### src/rtl/spi_xfer_arbiter.sv
// spi_xfer_arbiter: round-robin sharing of one spi_master among NREQ requesters.
// Define SPI_ARB_TIMEOUT_EN to abort a transfer after TO_CYC cycles without TXC.
module spi_xfer_arbiter #(
  parameter int data    = 8,
  parameter int address = 3,
  parameter int NREQ    = 2,
  parameter int TO_CYC  = 255
) (
  input  logic                      PCLK,
  input  logic                      PRESETn,
  input  logic [NREQ-1:0]           req,
  input  logic [NREQ-1:0]           req_wr,
  input  logic [NREQ*address-1:0]   req_addr,
  input  logic [NREQ*data-1:0]      req_wdata,
  output logic [NREQ-1:0]           gnt,
  output logic [NREQ-1:0]           done,
  output logic [data-1:0]           rdata,
  output logic                      err,
  output logic                      busy,
  output logic                      spe,
  output logic                      m_wr_rdbar,
  output logic [address-1:0]        m_addr,
  output logic [data-1:0]           m_wdata,
  input  logic [data-1:0]           m_rdata,
  input  logic                      TXC
);
  localparam int IW = $clog2(NREQ);
  typedef enum logic [1:0] {IDLE, GRANT, XFER, DONE} state_t;
  state_t          r_state;
  logic [IW-1:0]   r_rr, r_win, w_win;
  logic [NREQ-1:0] w_rot;
`ifdef SPI_ARB_TIMEOUT_EN
  localparam int CW = $clog2(TO_CYC + 1) > 8 ? $clog2(TO_CYC + 1) : 8;
  logic [CW-1:0] r_cnt;
`else
  assign err = TO_CYC < 0;
`endif
  assign busy = r_state != IDLE;
  // rotate so bit 0 is the rr pointer; lowest set bit is the winner's offset
  always_comb begin
    w_rot = NREQ'({req, req} >> r_rr);
    w_win = r_rr;
    for (int k = NREQ - 1; k >= 0; k--)
      if (w_rot[k]) w_win = IW'(int'(r_rr) + k >= NREQ ? int'(r_rr) + k - NREQ : int'(r_rr) + k);
  end
  always_ff @(posedge PCLK) begin
    if (!PRESETn) begin
      r_state    <= IDLE;
      r_rr       <= '0;
      r_win      <= '0;
      gnt        <= '0;
      done       <= '0;
      rdata      <= '0;
      spe        <= 1'b0;
      m_wr_rdbar <= 1'b0;
      m_addr     <= '0;
      m_wdata    <= '0;
`ifdef SPI_ARB_TIMEOUT_EN
      err        <= 1'b0;
      r_cnt      <= '0;
`endif
    end else begin
      case (r_state)
        IDLE: if (|req) begin
          r_win   <= w_win;
          gnt     <= NREQ'(1) << w_win;
          r_rr    <= w_win == IW'(NREQ - 1) ? '0 : w_win + 1'b1;
          r_state <= GRANT;
        end
        GRANT: begin
          m_wr_rdbar <= req_wr[r_win];
          m_addr     <= req_addr[r_win*address +: address];
          m_wdata    <= req_wdata[r_win*data +: data];
          spe        <= 1'b1;
          r_state    <= XFER;
`ifdef SPI_ARB_TIMEOUT_EN
          err        <= 1'b0;
          r_cnt      <= '0;
`endif
        end
        XFER: begin
          if (TXC) begin
            rdata   <= m_rdata;
            spe     <= 1'b0;
            done    <= gnt;
            r_state <= DONE;
          end
`ifdef SPI_ARB_TIMEOUT_EN
          else if (r_cnt == CW'(TO_CYC - 1)) begin
            rdata   <= '0;
            err     <= 1'b1;
            spe     <= 1'b0;
            done    <= gnt;
            r_state <= DONE;
          end else r_cnt <= r_cnt + 1'b1;
`endif
        end
        default: begin
          done    <= '0;
          gnt     <= '0;
          r_state <= IDLE;
        end
      endcase
    end
  end
endmodule

### config.mk
export PLATFORM = sky130hd
export DESIGN_NAME = spi_xfer_arbiter
export DESIGN_NICKNAME = d
export VERILOG_FILES = /design/src/rtl/spi_xfer_arbiter.sv
export SDC_FILE = /design/constraint.sdc
export NUM_CORES = 1
export LEC_CHECK = 0
export CAP_MARGIN = 10
export CELL_PAD_IN_SITES_DETAIL_PLACEMENT = 1
export CELL_PAD_IN_SITES_GLOBAL_PLACEMENT = 1
export CORE_ASPECT_RATIO = 1.25
export CORE_MARGIN = 2
export CORE_UTILIZATION = 29
export DETAILED_ROUTE_END_ITERATION = 12
export PLACE_DENSITY = 0.84
export SLEW_MARGIN = 10
export SYNTH_ARGS = -nofsm -noshare
export SYNTH_HDL_FRONTEND = slang
export SYNTH_SLANG_ARGS = --single-unit
### constraint.sdc
create_clock -name PCLK -period 1.8 [get_ports PCLK]
set_input_delay 0.27 -clock PCLK [delete_from_list [all_inputs] [get_ports PCLK]]
set_output_delay 0.27 -clock PCLK [all_outputs]
set_load 0.02 [all_outputs]
Yosys cells after proc, flatten, opt, wreduce, memory -nomap -nowiden

Index checks and enable logic that the tools add are counted.

Bits in registers: 29
Input port bits: 37
Output and inout bits: 27

Add/subtract/negate cells: 4
$mul: 1
Order comparisons: 3
Equal/unequal tests: 4
Shift operators: 4
Multiplexer cells: 16
Bitwise operators: 2
Reductions and logical operators: 12

Operators with widths:

| cell                                                                                | count |
|---|---|
| 16-bit by 5-bit indexed part select with 8-bit output                               | 1 |
| 2-bit AND reduction                                                                 | 6 |
| 1-bit 2-to-1 mux                                                                    | 8 |
| 2-bit 2-to-1 mux                                                                    | 4 |
| 2-bit one-hot mux with 2 select lines                                               | 2 |
| 2-bit one-hot mux with 3 select lines                                               | 1 |
| 2-bit OR reduction                                                                  | 3 |
| 6-bit by 4-bit indexed part select with 3-bit output                                | 1 |
| 2-bit inequality test, second input constant                                        | 2 |
| 2-bit nonzero test                                                                  | 2 |
| 4-bit by 1-bit right shift with 2-bit output                                        | 1 |
| 1-bit by 2-bit multiplier with 3-bit output, second input constant                  | 1 |
| 1-bit by 1-bit adder with 2-bit output, second input constant                       | 1 |
| 2-bit by 1-bit == test with 1-bit output, second input constant                     | 1 |
| 2-bit == test, second input constant                                                | 1 |
| 1-bit by 2-bit greater-or-equal comparator with 1-bit output, second input constant | 1 |
| 2-bit greater-or-equal comparator, second input constant                            | 1 |
| 2-bit zero test                                                                     | 1 |
| 1-bit by 2-bit less-than comparator with 1-bit output, second input constant        | 1 |
| 1-bit NOT                                                                           | 2 |
| 1-bit one-hot mux with 2 select lines                                               | 1 |
| 1-bit by 1-bit << shifter with 2-bit output, first input constant                   | 1 |
| 1-bit subtractor, second input constant                                             | 2 |
| 1-bit adder, second input constant                                                  | 1 |

Longest topological paths before layout

Depth in word-level cells: 8
Gate-level depth with buffers: 6
Gate-level depth less buffers: 5

Worst setup path after synthesis

OpenSTA, ideal clock, no wires.

Path kind: register -> register
Start: register r_state[0]
End: register gnt[0]
Data arrival time: 1.237 ns
Required time: 1.679 ns
Slack: 0.442 ns
Cell stages (with the launch flop): 6
Clock period less this slack: 1.358 ns
Path through: dfxtp_1 inv_1 ha_1 nor3b_4 nor2_2 mux2_4

Cells in the longest elaborated chain, start to end: 4

RTL lines:

| element                                                                          | RTL line | RTL |
|---|---|---|
| start, declared                                                                  | 29       | `state_t r_state;` |
| start signal, assigned                                                           | 48       | `r_state <= IDLE;` |
| start signal, assigned                                                           | 68       | `r_state <= GRANT;` |
| start signal, assigned                                                           | 75       | `r_state <= XFER;` |
| 2-bit == test / 2-bit by 1-bit == test with 1-bit output (equally long branches) | 63       | `case (r_state)` |
| 2-bit OR reduction (no source line)                                              | n/a      |  |
| 1-bit NOT (no source line)                                                       | n/a      |  |
| 2-bit AND reduction (no source line)                                             | n/a      |  |
| end signal, assigned                                                             | 66       | `gnt <= NREQ'(1) << w_win;` |
| end, declared                                                                    | 15       | `output logic [NREQ-1:0] gnt,` |

Parallel ways exist; a longest one is shown, timed or not.
A chain may end at the register's enable or synchronous reset.

Worst setup path after layout

Start: register r_state[0]
End: output busy

Cells in the longest elaborated chain, start to end: 1

RTL lines:

| element            | RTL line | RTL |
|---|---|---|
| 2-bit nonzero test | 38       | `assign busy = r_state != IDLE;` |
| end, declared      | 19       | `output logic busy,` |

No other way between the ends.

==> impl_table.tex <==
\begin{tabular}{lr}
\hline
Metric & Value \\
\hline
\multicolumn{2}{l}{\textbf{Synth}} \\
Total standard cell area after synthesis & 0.00136 mm\^{}2 \\
Number of enable flip-flop cells after synthesis & 0 \\
Async SR Flop Fraction & 0\% \\
Post-synthesis cell type count & 29 \\
Count of warnings emitted by yosys & 0 \\
Seq/Total Area, Yosys & 42.6\% \\
Number of cells produced by synthesis & 145 \\
Register bit count reported by yosys & 29 \\
Dominant register cell in the synthesized netlist & sky130\_fd\_sc\_hd\_\_dfxtp\_1 \\
Mean area per synthesized cell & 9.40 um\^{}2 \\
Mapped Nets & 187 \\
\multicolumn{2}{l}{\textbf{Layout}} \\
Layout area overhead & 55.6\% \\
Number of nets in the layout & 251 \\
Fraction of final layout cells with drive strength greater than 1 & 5.71\% \\
Diodes inserted & 0 \\
\multicolumn{2}{l}{\textbf{Power and ir drop}} \\
Total chip power & 2720 uW \\
Power per cell area & 1280 mW/mm\^{}2 \\
Maximum vdd drop & 0.000515 V \\
Static Leakage & 0.000861 uW \\
\multicolumn{2}{l}{\textbf{Floorplanning}} \\
Starting Density & 30.6\% \\
Num rows & 27 \\
Total die area & 0.00527 mm\^{}2 \\
Vertical die dimension & 80.6 um \\
Placeable Area & 0.00446 mm\^{}2 \\
Width of the die & 65.3 um \\
IO Count & 64 \\
\multicolumn{2}{l}{\textbf{STA}} \\
Max-slew violation count & 0 \\
Setup-violating endpoint count in the final report & 0 \\
Achievable frequency & 618 MHz \\
Post-layout minimum cycle time & 1.62 ns \\
TNS Setup & 0 ns \\
Number of failing hold endpoints at the final stage & 0 \\
RSZ-0062 raised after global routing & false \\
Layout Skew & 0.00333 ns \\
Tcrit/Tclk final & 89.9\% \\
\multicolumn{2}{l}{\textbf{Setup path}} \\
Cell chain of the critical path & inv\_1 > ha\_1 > inv\_1 > dlygate4sd2\_1 \\
Reg-to-reg startpoint & r\_state[0]\$\_SDFFE\_PN0P\_ \\
Cell type group with the largest total delay on the critical path & buffers and inverters \\
Critical-path maximum fanout & 4 \\
Slowest Stage Delay on Critical Path & 0.36 ns \\
WS Path Type & reg2out \\
Critical-path cell with the highest stage delay & sky130\_fd\_sc\_hd\_\_dfxtp\_1 \\
Endpoint type of the worst setup path & output port \\
Register-to-register setup slack & 0.31 ns \\
Critical path depth & 4 \\
Reg-to-reg endpoint & gnt[0]\$\_SDFFE\_PN0P\_ \\
CP Launch Type & register \\
Worst endpoint data arrival time & 1.35 ns \\
Buf+Inv Stages, Crit Path & 3 \\
Most used cell, CP & sky130\_fd\_sc\_hd\_\_inv\_1 \\
Path depth of the worst reg2reg path & 5 \\
WP data required & 1.53 ns \\
\multicolumn{2}{l}{\textbf{Clocking}} \\
TritonCTS clock tree & yes \\
Clock edge transition at the registers on the reported setup and hold paths & 0.06 ns \\
Clk Latency, worst-skew pair & 0.27 ns \\
Maximum level of the CTS H-tree & 2 \\
Root Buffer Master & sky130\_fd\_sc\_hd\_\_clkbuf\_8 \\
Total clock buffers created by CTS & 5 \\
CTS Buffer Depth & 2 \\
Clk sinks & 29 \\
\multicolumn{2}{l}{\textbf{GRT}} \\
Number of global-route vias before repair & 1212 \\
Total congestion overflow after global routing & 0 \\
All-layer global routing usage & 13.2\% \\
Antenna violations before repair & 0 \\
Maximum number of pins on one net before global-route repair & 25 \\
Global-route wire length before repair & 5310 um \\
\multicolumn{2}{l}{\textbf{Routing}} \\
Final antenna-violating net count & 0 \\
Number of optimization iterations in the first detailed-route pass & 2 \\
Post-detailed-routing wire length & 3380 um \\
WL/cell & 12.6 um \\
Drt initial violations & 23 \\
Number of vias after detailed routing & 1231 \\
Routed vias/inst & 4.59 \\
DRC violations left & 0 \\
\multicolumn{2}{l}{\textbf{Run}} \\
Number of max-cap violations & 0 \\
\multicolumn{2}{l}{\textbf{Placement}} \\
Count of input and output buffers & 62 \\
Routability Congestion & 0.759 \\
Placed wire-length estimate & 2510 um \\
\multicolumn{2}{l}{\textbf{Min path}} \\
Worst hold path startpoint & rdata[6]\$\_SDFFE\_PN0P\_ \\
Worst min-delay path class & reg2reg \\
Cell depth of the worst min-delay path & 2 \\
Hold endpoint & rdata[6]\$\_SDFFE\_PN0P\_ \\
\multicolumn{2}{l}{\textbf{Status}} \\
Status & complete, no violations \\
\hline
\end{tabular}
==> layout make-up <==
class | count | area, um^2
inverters | 3 | 11.3
fillers | 534 | 2340
multi-input cells | 104 | 727
clock buffers | 8 | 80.1
repair buffers | 66 | 649
flip-flops and latches | 29 | 581
well taps | 58 | 72.6
==> report_power, final <==
part           total (uW)  internal, uW  switching, uW
registers             921           822           98.8
clock network         490           274            217
logic                1310           641            666
==> kinds of logic after synthesis <==
group,count (synthesis),synth area share [%]
AO/OA/AOI/OAI,35,21.2
adder cells (fa/ha/maj),5,4.59
buffers and inverters,12,4.04
flip-flops,29,42.6
multiplexers,13,9.92
other,1,0.275
AND/OR/NAND/NOR,50,17.4
==> how the worst max path moves through the flow <==
stage                     slack (ns)                  end                     from
after floorplan                 0.44  gnt[0]$_SDFFE_PN0P_  r_state[0]$_SDFFE_PN0P_
after global placement          0.18  gnt[0]$_SDFFE_PN0P_                   req[0]
after global routing            0.06                 busy  r_state[0]$_SDFFE_PN0P_
final                           0.18                 busy  r_state[0]$_SDFFE_PN0P_
after detailed placement        0.16                 busy  r_state[0]$_SDFFE_PN0P_
after CTS                       0.15                 busy  r_state[0]$_SDFFE_PN0P_
==> metal layers <==
layer  routed length (um)  track usage [%]
met1                 1420             14.2
met2                 1620             23.0
met3                  290             4.06
met4                   42             6.88
met5                    0                0
==> timing repair <==
item	in CTS	in global routing
endpoints found under the setup margin	1	0
setup buffers	0	0
hold buffers	0	0
resized for setup	1	0
==> worst reg2reg max path, stage by stage (launching register included) <==
cell and delay, ns:
sky130_fd_sc_hd__dfxtp_1 0.32, sky130_fd_sc_hd__inv_1 0.12, sky130_fd_sc_hd__ha_1 0.22, sky130_fd_sc_hd__nor3b_4 0.35, sky130_fd_sc_hd__nor2_2 0.07, sky130_fd_sc_hd__mux2_4 0.30
==> cells in the mapped netlist (2+ instances only) <==
master                     count  share of area (%)
sky130_fd_sc_hd__buf_2         2               0.73
sky130_fd_sc_hd__nand2_1      34                9.4
sky130_fd_sc_hd__clkbuf_1      5                1.4
sky130_fd_sc_hd__and2_1        2               0.92
sky130_fd_sc_hd__o31ai_1       4                2.2
sky130_fd_sc_hd__mux2i_1      12                8.8
sky130_fd_sc_hd__a21boi_0     10                5.5
sky130_fd_sc_hd__a21oi_1       2               0.73
sky130_fd_sc_hd__nor2b_1       6                2.8
sky130_fd_sc_hd__inv_1         3               0.83
sky130_fd_sc_hd__buf_4         2                1.1
sky130_fd_sc_hd__o211ai_1      2                1.1
sky130_fd_sc_hd__ha_1          5                4.6
sky130_fd_sc_hd__nand3_1       2               0.73
sky130_fd_sc_hd__o211a_1      12                8.8
sky130_fd_sc_hd__dfxtp_1      29                 43
==> registers in the layout, indices dropped and copies added, names as in the netlist <==
register    count
m_wdata         8
r_win           1
m_wr_rdbar      1
r_state         2
spe             1
rdata           8
done            2
m_addr          3
r_rr            1
gnt             2
==> stage by stage <==
step	utilization, %	hold WS, ns	std cells	setup slack (ns)	cell area, um^2
detailed placement	45.8	0.458	260	0.158	2040
finish	47.6	0.464	268	0.182	2120
floorplan	-	0.415	145	0.442	1360
CTS	47.6	0.467	268	0.146	2120
global placement	45.8	0.457	260	0.183	2040
global route	47.6	0.488	268	0.0585	2120
==> cells in the final DEF (no fill, tap or decap), drive strengths merged <==
| cell | n |
|---|---|
| nand2 | 34 |
| dlygate4sd2 | 1 |
| o21ai | 1 |
| o31ai | 4 |
| conb | 1 |
| nand3 | 2 |
| o211ai | 2 |
| a21oi | 2 |
| inv | 3 |
| mux2i | 12 |
| and2 | 2 |
| a211oi | 1 |
| a21boi | 11 |
| nand2b | 1 |
| clkdlybuf4s50 | 61 |
| nor2b | 6 |
| ha | 5 |
| buf | 4 |
| clkbuf | 8 |
| a2bb2oi | 1 |
| dfxtp | 29 |
| or2 | 1 |
| o211a | 12 |
| nor2 | 2 |
| o311a | 1 |
| nor3b | 1 |
| mux2 | 1 |
| nand3b | 1 |
Power figures use the tool's default switching activity.
